--- src/rtl/mem_arbiter.sv ---
// mem_arbiter: two-requester (fetch/data) arbiter onto one memory port,
// bounded fetch starvation and per-transaction timeout.
module mem_arbiter #(
   parameter int ADDR_W   = 32,
   parameter int MAX_SKIP = 3,
   parameter int TIMEOUT  = 64
) (
   input  logic              clk,
   input  logic              reset,
   input  logic              if_req,
   input  logic [ADDR_W-1:0] if_addr,
   output logic [31:0]       if_rdata,
   output logic              if_ack,
   output logic              if_err,
   input  logic              d_req,
   input  logic              d_we,
   input  logic [ADDR_W-1:0] d_addr,
   input  logic [31:0]       d_wdata,
   input  logic [3:0]        d_be,
   output logic [31:0]       d_rdata,
   output logic              d_ack,
   output logic              d_err,
   output logic              m_req,
   output logic              m_we,
   output logic [ADDR_W-1:0] m_addr,
   output logic [31:0]       m_wdata,
   output logic [3:0]        m_be,
   input  logic [31:0]       m_rdata,
   input  logic              m_ack
);
   typedef enum logic [1:0] {IDLE, BUSY_I, BUSY_D} state_t;
   state_t     state;
   logic [3:0] skip_cnt;
   logic [7:0] wait_cnt;
   logic       if_elig, d_elig, pick_if, timeout;
   // a requester whose ack is showing this cycle is still holding its old request
   assign if_elig = if_req && !if_ack;
   assign d_elig  = d_req && !d_ack;
   assign pick_if = if_elig && (!d_elig || skip_cnt == 4'(MAX_SKIP));
   assign timeout = wait_cnt == 8'(TIMEOUT - 1);
   always_ff @(posedge clk or posedge reset) begin
      if (reset) begin
         state    <= IDLE;
         skip_cnt <= '0;
         wait_cnt <= '0;
         m_req    <= 1'b0;
         m_we     <= 1'b0;
         m_addr   <= '0;
         m_wdata  <= '0;
         m_be     <= '0;
         if_ack   <= 1'b0;
         if_err   <= 1'b0;
         if_rdata <= '0;
         d_ack    <= 1'b0;
         d_err    <= 1'b0;
         d_rdata  <= '0;
      end else begin
         if_ack <= 1'b0;
         if_err <= 1'b0;
         d_ack  <= 1'b0;
         d_err  <= 1'b0;
         if (state == IDLE) begin
            if (if_elig || d_elig) begin
               state    <= pick_if ? BUSY_I : BUSY_D;
               m_req    <= 1'b1;
               wait_cnt <= '0;
               m_addr   <= pick_if ? if_addr : d_addr;
               m_we     <= !pick_if && d_we;
               m_wdata  <= pick_if ? 32'h0 : d_wdata;
               m_be     <= pick_if ? 4'hF : d_be;
               skip_cnt <= pick_if ? 4'd0 :
                           (if_req && skip_cnt != 4'(MAX_SKIP)) ? skip_cnt + 4'd1 : skip_cnt;
            end
         end else if (m_ack || timeout) begin
            state <= IDLE;
            m_req <= 1'b0;
            if (state == BUSY_I) begin
               if_ack   <= 1'b1;
               if_err   <= !m_ack;
               if_rdata <= m_ack ? m_rdata : 32'h0;
            end else begin
               d_ack   <= 1'b1;
               d_err   <= !m_ack;
               d_rdata <= m_ack ? m_rdata : 32'h0;
            end
         end else begin
            wait_cnt <= wait_cnt + 8'd1;
         end
      end
   end
endmodule
--- config.mk ---
export PLATFORM = sky130hd
export DESIGN_NAME = mem_arbiter
export DESIGN_NICKNAME = d
export VERILOG_FILES = /design/src/rtl/mem_arbiter.sv
export SDC_FILE = /design/constraint.sdc
export NUM_CORES = 1
export LEC_CHECK = 0
export CORE_AREA = 2 2 137 139
export CTS_BUF_LIST = sky130_fd_sc_hd__clkbuf_8
export DETAILED_ROUTE_END_ITERATION = 7
export DIE_AREA = 0 0 139 141
export GPL_ROUTABILITY_DRIVEN = 0
export HOLD_SLACK_MARGIN = 0.06
export MAX_ROUTING_LAYER = met4
export PLACE_DENSITY = 0.67
export SYNTH_ARGS = -nofsm -noshare
export SYNTH_HDL_FRONTEND = slang
export SYNTH_SLANG_ARGS = --single-unit
export TNS_END_PERCENT = 1
--- constraint.sdc ---
create_clock -name clk -period 11.15 [get_ports clk]
set_clock_uncertainty 0.05 [all_clocks]
set_input_delay 3.345 -clock clk [delete_from_list [all_inputs] [get_ports clk]]
set_output_delay 3.345 -clock clk [all_outputs]
set_load 0.005 [all_outputs]
**After elaboration in Yosys (flattened, before gate mapping)**

Cells that the tools add are included.

- Bits in registers: 152
- Bits of input ports: 138
- Word-level logic and storage cells: 74

- Muxes and demuxes: 28
- Equal/unequal tests: 6
- Reductions and logical operators: 22
- Add/subtract/negate cells: 2
- Bitwise operators: 2

Operator list:

| cell | count |
|---|---|
| 32-bit 2-to-1 mux | 3 |
| 8-bit 2-to-1 mux | 3 |
| 1-bit 2-to-1 mux | 15 |
| 4-bit 2-to-1 mux | 3 |
| 3-bit AND reduction | 3 |
| 8-bit by 1-bit adder with 8-bit output (second input constant) | 1 |
| 8-bit by 6-bit == test with 1-bit output (second input constant) | 1 |
| 2-bit 2-to-1 mux | 4 |
| 2-bit AND reduction | 3 |
| 1-bit logical AND | 5 |
| 1-bit zero test | 5 |
| 4-bit by 1-bit adder with 4-bit output (second input constant) | 1 |
| 4-bit by 2-bit == test with 1-bit output (second input constant) | 1 |
| 4-bit by 2-bit inequality test with 1-bit output (second input constant) | 1 |
| 2-bit nonzero test | 2 |
| 1-bit logical OR | 3 |
| 2-bit by 1-bit == test with 1-bit output (second input constant) | 1 |
| 2-bit zero test | 1 |
| 2-bit by 1-bit inequality test with 1-bit output (second input constant) | 1 |
| 2-bit inequality test (second input constant) | 1 |
| 1-bit NOT | 2 |

**Logic depth before layout (Yosys ltp)**

Gate-level depths: netlist of run 1.

- Word-level depth: 8
- Depth in mapped cells: 7

**Least setup slack after synthesis of run 1**

OpenSTA, ideal clock, no wires.

- Path type: input port to flip-flop
- Start point: in d_req
- End point: reg m_addr[10]
- Arrival time: 4.408 ns
- Library setup time: 0.126 ns
- Stages on the path: 6
- Path slack: 6.567 ns
- Buffers on the path: 2
- Cells stage by stage: nor2b_1 > o21a_2 > and2_1 > buf_6 > buf_6 > a221o_1

- Longest elaborated chain between the ends: 5
- Elaborated cells on any way between the ends: 7

RTL lines:

| item | line | text |
|---|---|---|
| from (decl) | 15 | `input logic d_req,` |
| 1-bit logical AND * | 38 | `assign d_elig = d_req && !d_ack;` |
| 1-bit zero test | 39 | `assign pick_if = if_elig && (!d_elig \|\| skip_cnt == 4'(MAX_SKIP));` |
| 1-bit logical OR | 39 |  |
| 1-bit logical AND | 39 |  |
| 32-bit 2-to-1 mux | 67 | `m_addr <= pick_if ? if_addr : d_addr;` |
| to (signal assigned) | 67 |  |
| to (decl) | 25 | `output logic [ADDR_W-1:0] m_addr,` |

Mark *: on every way between the ends. The rest lies on a longest branch, timed or not.
A chain may end at the register's enable or synchronous reset.

**Worst setup path after layout of run 1**

- Start point: in if_req
- End point: reg wait_cnt[7]

- Longest elaborated chain between the ends: 4

RTL lines:

| item | line | text |
|---|---|---|
| from (decl) | 10 | `input logic if_req,` |
| 1-bit logical AND | 37 | `assign if_elig = if_req && !if_ack;` |
| 1-bit logical OR | 63 | `if (if_elig \|\| d_elig) begin` |
| 2-bit by 1-bit inequality test with 1-bit output (no source line) | - |  |
| 2-bit AND reduction (no source line) | - |  |
| to (signal assigned) | 87 | `wait_cnt <= wait_cnt + 8'd1;` |
| to (decl) | 34 | `logic [7:0] wait_cnt;` |

No other way between the ends.

==> metrics.md, run 1 <==
| Metric | Value |
|---|---|
| Clock latency at the later pin of the worst-skew pair | 430 ps |
| VDD IR max | 0.1134 mV |
| Total Routed Length | around 18,000 µm |
| Drt drc | 0 |
| Height of the die | 141 µm |
| Sequential cell area fraction in the yosys report | 60.70% |
| Fmax | 0.1975 GHz |
| Post-synth net total | 632 |
| Final ANT Viol Nets | 0 |
| Max-cap violation count | 0 |
| Post-Syn Area per Cell | roughly 13 µm² |
| CTS tree | built |
| Setup TNS Final | 0 ps |
| Antenna cells | 0 |
| Max Slew Vio Count | 0 |
| CP required | about 11,000 ps |
| Post-synth EDFFs | 0 |
| Status | finished, final reports clean |
| Initial Utilization | 34.30% |
| Clock slew at reported path FFs | 70 ps |
| Combinational power share | ~44% |
| Number of global-route vias before repair | 5,404 |
| Setup WS post-layout | between 6000 and 7000 ps |
| Synth Area in Adders | less than 1% |
| Post-DP HPWL | 13,020 µm |
| Reg power frac | 38.4% |
| Setup-failing EPs final | 0 |
| Root buffer cell | clkbuf_8 |
| GR peak layer | met2 |
| Gate Count Post-Synth | 492 |
| Largest net degree at the start of global routing | 81 |
| DR WL/cell | ~18 µm |
| Asr flop ratio synth | 100.0% |
| RSZ-0062 raised after global routing | false |
| Largest family of logic cells by synthesized area | compound AO/OA/AOI/OAI gates |
| Overflow after GRT | 0 |
| Place WS | ~5600 ps |
| Unique masters post-synth | 47 |
| Primary FF master, synth | dfrtp_1 |
| Critical path capture point type | flop |
| Port Buffers | 275 |
| CTS H-tree lvls | 4 |
| Antenna violations before repair | 0 |
| GRT Total Usage | 18.99% |
| Net count, final | 897 |
| Die Area | 19,600 µm² |
| Net Switching | 0.0007777 W |
| GR Util met3 | 4.042% |
| Finished Layout Cells | 1,003 |
| Crit start category | primary input |
| Critical path class | in2reg |
| Synthesis-to-layout area growth | 52.32% |
| Compound-Gate Fraction of Synth Area | 18.61% |
| Min Hold Slack | 441.4 ps |
| CTS Buf Count | 17 |
| DR vias | 5,124 |
| DRT Pass-1 Iters | 4 |
| Share of cells above drive strength 1 | 7.412% |
| Leakage | around 4.0 nW |
| Post-synthesis mux area share | 5.272% |
| Met2 usage | 32.51% |
| Slew margin rel. | 31.59% |
| Switch share | 31.57% |
| Final critical-path share of the clock period | 45.42% |
| Core Region | 18,270 µm² |
| Minimum clock period | between 5000 and 6000 ps |
| Hold Path Class | reg2reg |
| Vias per std cell | 5.109 |
| Mapped Area | 6266 µm² |
| Crit path max fanout | 53 |
| Iteration-0 DRC Markers | 284 |
| Die Wd | around 140 µm |
| Io pins | around 280 |
| First-pass GRT wire length | 28,830 µm |
| Post-synthesis simple-gate area fraction | 9.165% |
| Clock share of power | 17.4% |
| WP data arrival | between 5000 and 6000 ps |
| Internal power | 0.001686 W |
| Xor/xnor cell area share of the yosys netlist | 0% |
| Synth warn | 0 |
| Placed insts | 972 |
| Hold Buf Count CTS | 0 |
| Worst Tran Pin Value | 1026 ps |
| Post-CTS Setup Inserts | 0 |
| Final Hold Fails | 0 |
| Pwr dens | 258.1 nW/µm² |
| Met1 Use GR | 22.44% |
| Clock buffer depth | 2 |
| Synth Register Bits | 152 |
| Post_cts resized | 0 |
| Row count | 50 |
| Clock sinks | around 150 |
==> power by group through the flow <==
stage | clock network [W] | logic, W | registers, W
2_1_floorplan | 0 | 0.000479 | 0.000945
3_3_place_gp | 0 | 0.00107 | 0.000944
4_1_cts | 0.000442 | 0.00110 | 0.000947
3_5_place_dp | 0 | 0.00110 | 0.000953
5_1_grt | 0.000468 | 0.00117 | 0.000975
6_report | 0.000428 | 0.00109 | 0.000946
==> path summary, 6_finish.rpt <==
| check | startpoint | endpoint | slack [ps] | cells past startpoint |
|---|---|---|---|---|
| max reg2reg | state[1]$_DFFE_PP0P_ | wait_cnt[7]$_DFFE_PP0P_ | 8490 | 6 |
| min in group asynchronous | reset | m_addr[19]$_DFFE_PP0P_ | 3330 | 2 |
| min | d_rdata[15]$_DFFE_PP0P_ | d_rdata[15]$_DFFE_PP0P_ | 440 | 1 |
| max | if_req | wait_cnt[7]$_DFFE_PP0P_ | 6090 | 6 |
| max in group asynchronous | reset | d_rdata[18]$_DFFE_PP0P_ | 6180 | 3 |
| min reg2reg | d_rdata[15]$_DFFE_PP0P_ | d_rdata[15]$_DFFE_PP0P_ | 440 | 1 |
==> cell usage after synthesis (2+ instances only) <==
library cell | number | share of area, %
dfrtp_1 | 152 | 61
a22o_1 | 38 | 5.3
nand2_1 | 38 | 2.3
a221o_1 | 32 | 5.1
inv_1 | 32 | 1.9
and2_1 | 29 | 2.9
a32o_1 | 27 | 4.3
mux2i_1 | 27 | 4.3
clkbuf_1 | 13 | 0.78
buf_2 | 10 | 0.80
and2_0 | 9 | 0.90
buf_6 | 8 | 1.4
nor2_1 | 8 | 0.48
o21ai_0 | 7 | 0.56
nand3_1 | 6 | 0.48
a21oi_1 | 5 | 0.40
buf_4 | 5 | 0.60
a31oi_1 | 4 | 0.40
mux2_2 | 4 | 0.72
o22a_1 | 4 | 0.56
a31o_2 | 2 | 0.28
ha_1 | 2 | 0.40
nand2b_1 | 2 | 0.20
nor2b_1 | 2 | 0.20
nor3b_2 | 2 | 0.40
o21ai_1 | 2 | 0.16
or3_1 | 2 | 0.20
==> cell families after synthesis <==
group | Yosys count
compound gates | 131
fa+ha+maj | 2
buf+inv | 69
flops | 152
mux | 32
simple gates | 106
==> worst max-delay path, cell delays in order <==
cell and delay [ps]:
clkdlybuf4s50_1 470, nor2b_4 170, o21ai_4 360, buf_4 530
nand2_1 240, a31oi_1 220
==> metrics by stage <==
stage | cell area, µm² | utilization [%] | total power [W]
floorplan | 6266 | - | 0.001424
global placement | 9140 | 50.03 | 0.002009
detailed placement | 9140 | 50.03 | 0.002056
CTS | 9544 | 52.25 | 0.002494
global route | 9544 | 52.25 | 0.002617
finish | 9544 | 52.25 | 0.002464
==> registers in the layout (all words and copies together) (netlist names), 2 cells and up <==
signal and flops:
d_rdata 32, if_rdata 32, skip_cnt 4, m_addr 32, state 2, m_be 4
m_wdata 32, wait_cnt 8
==> final cells by class <==
type | count | area, µm²
Multi-Input combinational cell | 271 | 2111
Tap cell | 234 | 292.8
Inverter | 32 | 125.1
Timing Repair Buffer | 283 | 2808
Fill cell | 1590 | 8723
Clock buffer | 18 | 247.7
Sequential cell | 152 | 3804
Clock inverter | 13 | 156.4
==> per-layer routing <==
| layer | wire, µm | share of wire (%) | up-vias |
|---|---|---|---|
| li1 | - | - | 2321 |
| met1 | 7413 | 40 | 2560 |
| met2 | 9608 | 52 | 213 |
| met3 | 947 | 5.2 | 30 |
| met4 | 356 | 1.9 | 0 |
| met5 | 0 | 0 | - |
==> layout by cell type (no fill, tap or decap), drive strengths merged, types with 3 or more instances in the layout <==
| master | Yosys | layout |
|---|---|---|
| a32o | 27 | 27 |
| a221o | 32 | 32 |
| and2 | 38 | 38 |
| clkinvlp | 0 | 7 |
| o22a | 4 | 4 |
| nor2b | 3 | 3 |
| bufinv | 0 | 3 |
| buf | 24 | 9 |
| inv | 32 | 33 |
| dfrtp | 152 | 152 |
| a22o | 38 | 38 |
| a31oi | 5 | 5 |
| o21ai | 10 | 10 |
| nor2 | 10 | 10 |
| nand3 | 6 | 6 |
| mux2 | 5 | 5 |
| clkbuf | 13 | 18 |
| clkdlybuf4s50 | 0 | 274 |
| nand2 | 38 | 38 |
| mux2i | 27 | 27 |
| a21oi | 5 | 5 |
(Power assumes the default switching activity.)
==> run 2: changes to the inputs <==
==> constraint.sdc (replaced) <==
create_clock -name clk -period 5.1 [get_ports clk]
set_clock_uncertainty 0.05 [all_clocks]
set_input_delay 1.53 -clock clk [delete_from_list [all_inputs] [get_ports clk]]
set_output_delay 1.53 -clock clk [all_outputs]
set_load 0.005 [all_outputs]
==> metrics.md, run 2 (same netlist as run 1, synthesis figures left out) <==
| Metric | Value |
|---|---|
| Commonest non-fill, non-tap cell in the layout | clkdlybuf4s50_1 |
| Iteration-0 DRC Markers | ~240 |
| Net count, final | 901 |
| Minimum clock period | 3260 ps |
| Crit path max fanout | 18 |
| Clock slew at reported path FFs | around 80 ps |
| Total Routed Length | 18,330 µm |
| Overflow after GRT | 0 |
| Pwr dens | about 570 nW/µm² |
| Max Slew Vio Count | 0 |
| Crit start category | primary input |
| First-pass GRT wire length | 29,050 µm |
| Setup-failing EPs final | 0 |
| CP cell instances | clkdlybuf4s50_1 -> nor2b_4 -> o21ai_1 -> nor2_2 -> buf_4 -> a221o_1 |
| Share of cells above drive strength 1 | 7.642% |
| Final ANT Viol Nets | 0 |
| Row count | 50 |
| Worst Tran Pin Value | 1000 ps |
| Io pins | 276 |
| Status | finished, final reports clean |
| Hold path endpoint | d_rdata[30]$_DFFE_PP0P_ |
| Slew margin rel. | 33.25% |
| WP data arrival | between 3000 and 4000 ps |
| Drt drc | 0 |
| Antenna cells | 0 |
| RR Endpoint | if_rdata[17]$_DFFE_PP0P_ |
| Most frequent cells in the layout | clkdlybuf4s50_1 (274), dfrtp_1 (152), nand2_1 (38), a22o_1 (38), inv_1 (33) |
| Critical path class | in2reg |
| Post-DP HPWL | ~13,000 µm |
| Worst R2R Start | wait_cnt[0]$_DFFE_PP0P_ |
| Setup WS post-layout | 1840 ps |
| Design area | 9633 µm² |
| Final Hold Fails | 0 |
| Hold Path Class | reg2reg |
| Antenna violations before repair | 0 |
| Vias per std cell | 5.029 |
| Max-cap violation count | 0 |
| Slowest stage delay, CP | approximately 600 ps |
| Crit path max-delay cell type | nor2_2 |
| Die Area | 19,600 µm² |
| Hold depth | 1 |
| Clock latency at the later pin of the worst-skew pair | roughly 440 ps |
| VDD IR max | about 0.27 mV |
| Leakage | 4.101 nW |
| Worst min-delay path startpoint | d_rdata[30]$_DFFE_PP0P_ |
| Synthesis-to-layout area growth | 53.73% |
| CP Launch Point | if_req |
| Initial Utilization | 34.30% |
| Largest net degree at the start of global routing | 69 |
| CTS Buf Count | 17 |
| Critical path capture point type | flop |
| Place WS | 1371 ps |
| CTS H-tree lvls | 4 |
| R2R cell count | 6 |
| Min Hold Slack | 444.4 ps |
| GRT Total Usage | 19.27% |
| Port Buffers | 275 |
| Clock sinks | around 150 |
| R2R Setup Slk | 2490 ps |
| Fmax | 0.3068 GHz |
| Hold Buf Count CTS | 0 |
| Die Wd | 139 µm |
| DR WL/cell | 18.22 µm |
| Core Region | ~18,000 µm² |
| Root buffer cell | clkbuf_8 |
| Post-CTS Setup Inserts | 0 |
| Placed Instance Area | ~9200 µm² |
| Final critical-path share of the clock period | 63.92% |
| DR vias | a little over 5,000 |
| Height of the die | 141 µm |
| Clock buffer depth | 2 |
| DRT Pass-1 Iters | 4 |
| Post_cts resized | 0 |
| Number of global-route vias before repair | 5,321 |
| CP required | 5430 ps |
| Setup TNS Final | 0 ps |
| RSZ-0062 raised after global routing | false |
| CTS tree | built |
==> run 2: cell count changes in the layout (fill, tap and decap cells not counted), sizes merged <==
| cell | change |
|---|---|
| bufinv | +2 |
| buf | +4 |
| clkinv | +1 |
| clkbuf | +2 |
| clkinvlp | -6 |
==> run 2: layout make-up <==
type | instances | area, µm²
well taps | 234 | 292.8
clock inverters | 10 | 176.4
multi-input cells | 271 | 2111
flip-flops and latches | 152 | 3804
fillers | 1540 | 8635
repair buffers | 287 | 2850
inverters | 32 | 123.9
clock buffers | 20 | 275.3
==> run 2: how the worst max path moves through the flow <==
stage / slack, ps / cells past startpoint / end
after global placement: 1460 / 5 / m_wdata[4]$_DFFE_PP0P_
after floorplan: 1600 / 1 / d_ack$_DFF_PP0_
after CTS: 1850 / 6 / m_addr[5]$_DFFE_PP0P_
after global routing: 1710 / 6 / m_addr[4]$_DFFE_PP0P_
final: 1840 / 6 / m_addr[4]$_DFFE_PP0P_
after detailed placement: 1370 / 6 / m_addr[12]$_DFFE_PP0P_
==> run 2: where the power goes <==
part	total, W	switching [W]	internal (W)
clock	0.00105	0.000438	0.000613
sequential	0.00207	0.000332	0.00174
combinational	0.00237	0.000907	0.00147
total	0.00549	0.00168	0.00382
==> run 2: routing by layer <==
metal / part of all wire (%) / up-vias / global-route usage (%)
li1: - / 2331 / -
met1: 42 / 2521 / 23.11
met2: 51 / 185 / 32.18
met3: 5.1 / 22 / 4.789
met4: 1.7 / 0 / 6.167
met5: 0 / - / -
==> run 2: through the flow <==
step / power, W / utilization [%] / cells
2_1_floorplan: 0.003114 / - / 492
3_3_place_gp: 0.004405 / 50.26 / 976
3_5_place_dp: 0.004488 / 50.26 / 976
4_1_cts: 0.005565 / 52.73 / 1006
5_1_grt: 0.005835 / 52.73 / 1006
6_report: 0.005492 / 52.73 / 1006
==> run 2: worst max-delay path, delay by kind of cell <==
family | cells | cell delay (ps)
AOI/OAI and AO/OA | 2 | 310
buffers and inverters | 2 | 910
and+or+nand+nor | 2 | 840
==> run 3: changes to the inputs <==
==> constraint.sdc (replaced) <==
create_clock -name clk -period 3.3 [get_ports clk]
set_clock_uncertainty 0.05 [all_clocks]
set_input_delay 0.99 -clock clk [delete_from_list [all_inputs] [get_ports clk]]
set_output_delay 0.99 -clock clk [all_outputs]
set_load 0.005 [all_outputs]
==> metrics.md, run 3 (same netlist as run 1, synthesis figures left out) <==
| Metric | Value |
|---|---|
| CTS H-tree lvls | 4 |
| Pwr dens | 881.7 nW/µm² |
| Post_cts resized | 0 |
| Vias per std cell | 5.041 |
| Clock slew at reported path FFs | 90 ps |
| WP data arrival | 2960 ps |
| Most frequent cells in the layout | clkdlybuf4s50_1 (274), dfrtp_1 (152), nand2_1 (38), a22o_1 (38), inv_1 (34) |
| Net Switching | between 0.002 and 0.003 W |
| Minimum clock period | 2628 ps |
| Height of the die | roughly 140 µm |
| Reg power frac | between 30% and 40% |
| Clock latency at the later pin of the worst-skew pair | 440 ps |
| Switch share | 31.04% |
| Setup TNS Final | 0 ps |
| Fill count | between 1,500 and 2,000 |
| Critical path's top delay family | buffers and inverters |
| Worst Tran Pin Value | 826.8 ps |
| Crit start category | primary input |
| Crit path max fanout | 37 |
| Clock buffer depth | 2 |
| Hold Path Class | reg2reg |
| Antenna violations before repair | 1 |
| Critical path class | in2reg |
| Drt drc | 0 |
| Setup-failing EPs final | 0 |
| DR WL/cell | 18.02 µm |
| Fmax | 0.3806 GHz |
| Max Slew Vio Count | 0 |
| Slowest stage delay, CP | ~640 ps |
| Post-layout util | 52.84% |
| Slew margin rel. | 44.67% |
| Overflow after GRT | 0 |
| DRT Pass-1 Iters | 4 |
| Leakage | between 4 and 5 nW |
| Post-CTS Setup Inserts | 0 |
| First-pass GRT wire length | 29,170 µm |
| Setup WS post-layout | 672.4 ps |
| Commonest non-fill, non-tap cell in the layout | clkdlybuf4s50_1 |
| Place WS | 176.7 ps |
| CP cell instances | clkdlybuf4s50_1 -> nor2b_4 -> o21ai_4 -> buf_4 -> a22o_1 |
| Final ANT Viol Nets | 0 |
| Row count | 50 |
| RSZ-0062 raised after global routing | false |
| Post-DP HPWL | 12,790 µm |
| Clock sinks | 152 |
| Root buffer cell | clkbuf_8 |
| Die Wd | 139 µm |
| Net count, final | 901 |
| Core Region | about 18,000 µm² |
| Number of global-route vias before repair | 5,429 |
| R2R Setup Slk | 1180 ps |
| Final critical-path share of the clock period | about four fifths |
| CTS tree | built |
| Io pins | ~280 |
| GRT Total Usage | 19.16% |
| Crit path max-delay cell type | o21ai_4 |
| Combinational power share | between 40% and 50% |
| VDD IR max | 0.3880 mV |
| Die Area | 19,600 µm² |
| Total power | roughly 0.0085 W |
| Footprint of the multi-input gates | 2111 µm² |
| Hold Buf Count CTS | 0 |
| Largest net degree at the start of global routing | 95 |
| Internal power | 0.005868 W |
| Status | finished, final reports clean |
| Port Buffers | 275 |
| DR vias | between 5,000 and 6,000 |
| CTS Buf Count | 17 |
| Seq. cell area | between 3000 and 4000 µm² |
| Iteration-0 DRC Markers | 263 |
| Critical path capture point type | flop |
| Final Hold Fails | 0 |
| Total Routed Length | between 15,000 and 20,000 µm |
| Share of cells above drive strength 1 | 7.752% |
| Initial Utilization | 34.30% |
| CP required | 3630 ps |
| Synthesis-to-layout area growth | 54.03% |
| Buf+Inv Stages, Crit Path | 2 |
| Clock share of power | between 10% and 20% |
| Max-cap violation count | 0 |
==> run 3: cell types whose count changed in the layout (fill, tap and decap cells not counted), sizes merged <==
cell	change
clkbuf	-3
inv	+3
clkinvlp	+2
diode	+1
==> run 3: path summary, 6_finish.rpt <==
check / from / endpoint / cells past startpoint
worst max-delay path: if_req / m_wdata[5]$_DFFE_PP0P_ / 5
min in group asynchronous: reset / if_rdata[20]$_DFFE_PP0P_ / 3
max in group asynchronous: reset / m_wdata[23]$_DFFE_PP0P_ / 3
worst max register to register: wait_cnt[0]$_DFFE_PP0P_ / if_rdata[28]$_DFFE_PP0P_ / 6
worst min register to register: d_rdata[5]$_DFFE_PP0P_ / d_rdata[5]$_DFFE_PP0P_ / 1
worst min-delay path: d_rdata[5]$_DFFE_PP0P_ / d_rdata[5]$_DFFE_PP0P_ / 1
==> run 3: through the flow <==
stage	hold slack [ps]	area (µm²)	std cells
5_1_grt	467.1	9652	1009
4_1_cts	444.6	9649	1008
6_report	447.4	9652	1009
3_3_place_gp	420.3	9206	976
3_5_place_dp	429.4	9206	976
2_1_floorplan	403.4	6270	492
==> run 3: final cells by class <==
type	instances	share of cell area, %
Antenna cell	1	0.02593
Clock inverter	15	2.165
Multi-Input combinational cell	271	21.87
Inverter	32	1.283
Clock buffer	17	2.424
Sequential cell	152	39.41
Timing Repair Buffer	287	29.79
Tap cell	234	3.033
==> run 3: power by group through the flow <==
| stage | clock network, W | registers [W] | logic, W |
|---|---|---|---|
| final | 0.00160 | 0.00318 | 0.00373 |
| after global routing | 0.00174 | 0.00328 | 0.00402 |
| after CTS | 0.00165 | 0.00318 | 0.00379 |
| after detailed placement | 0 | 0.00320 | 0.00378 |
| after global placement | 0 | 0.00316 | 0.00368 |
| after floorplan | 0 | 0.00319 | 0.00162 |
==> run 3: per-layer routing <==
metal	GRT usage (%)	share of wire, %
met1	22.58	41
met2	31.81	52
met3	4.484	5.3
met4	7.921	2.5
met5	-	0
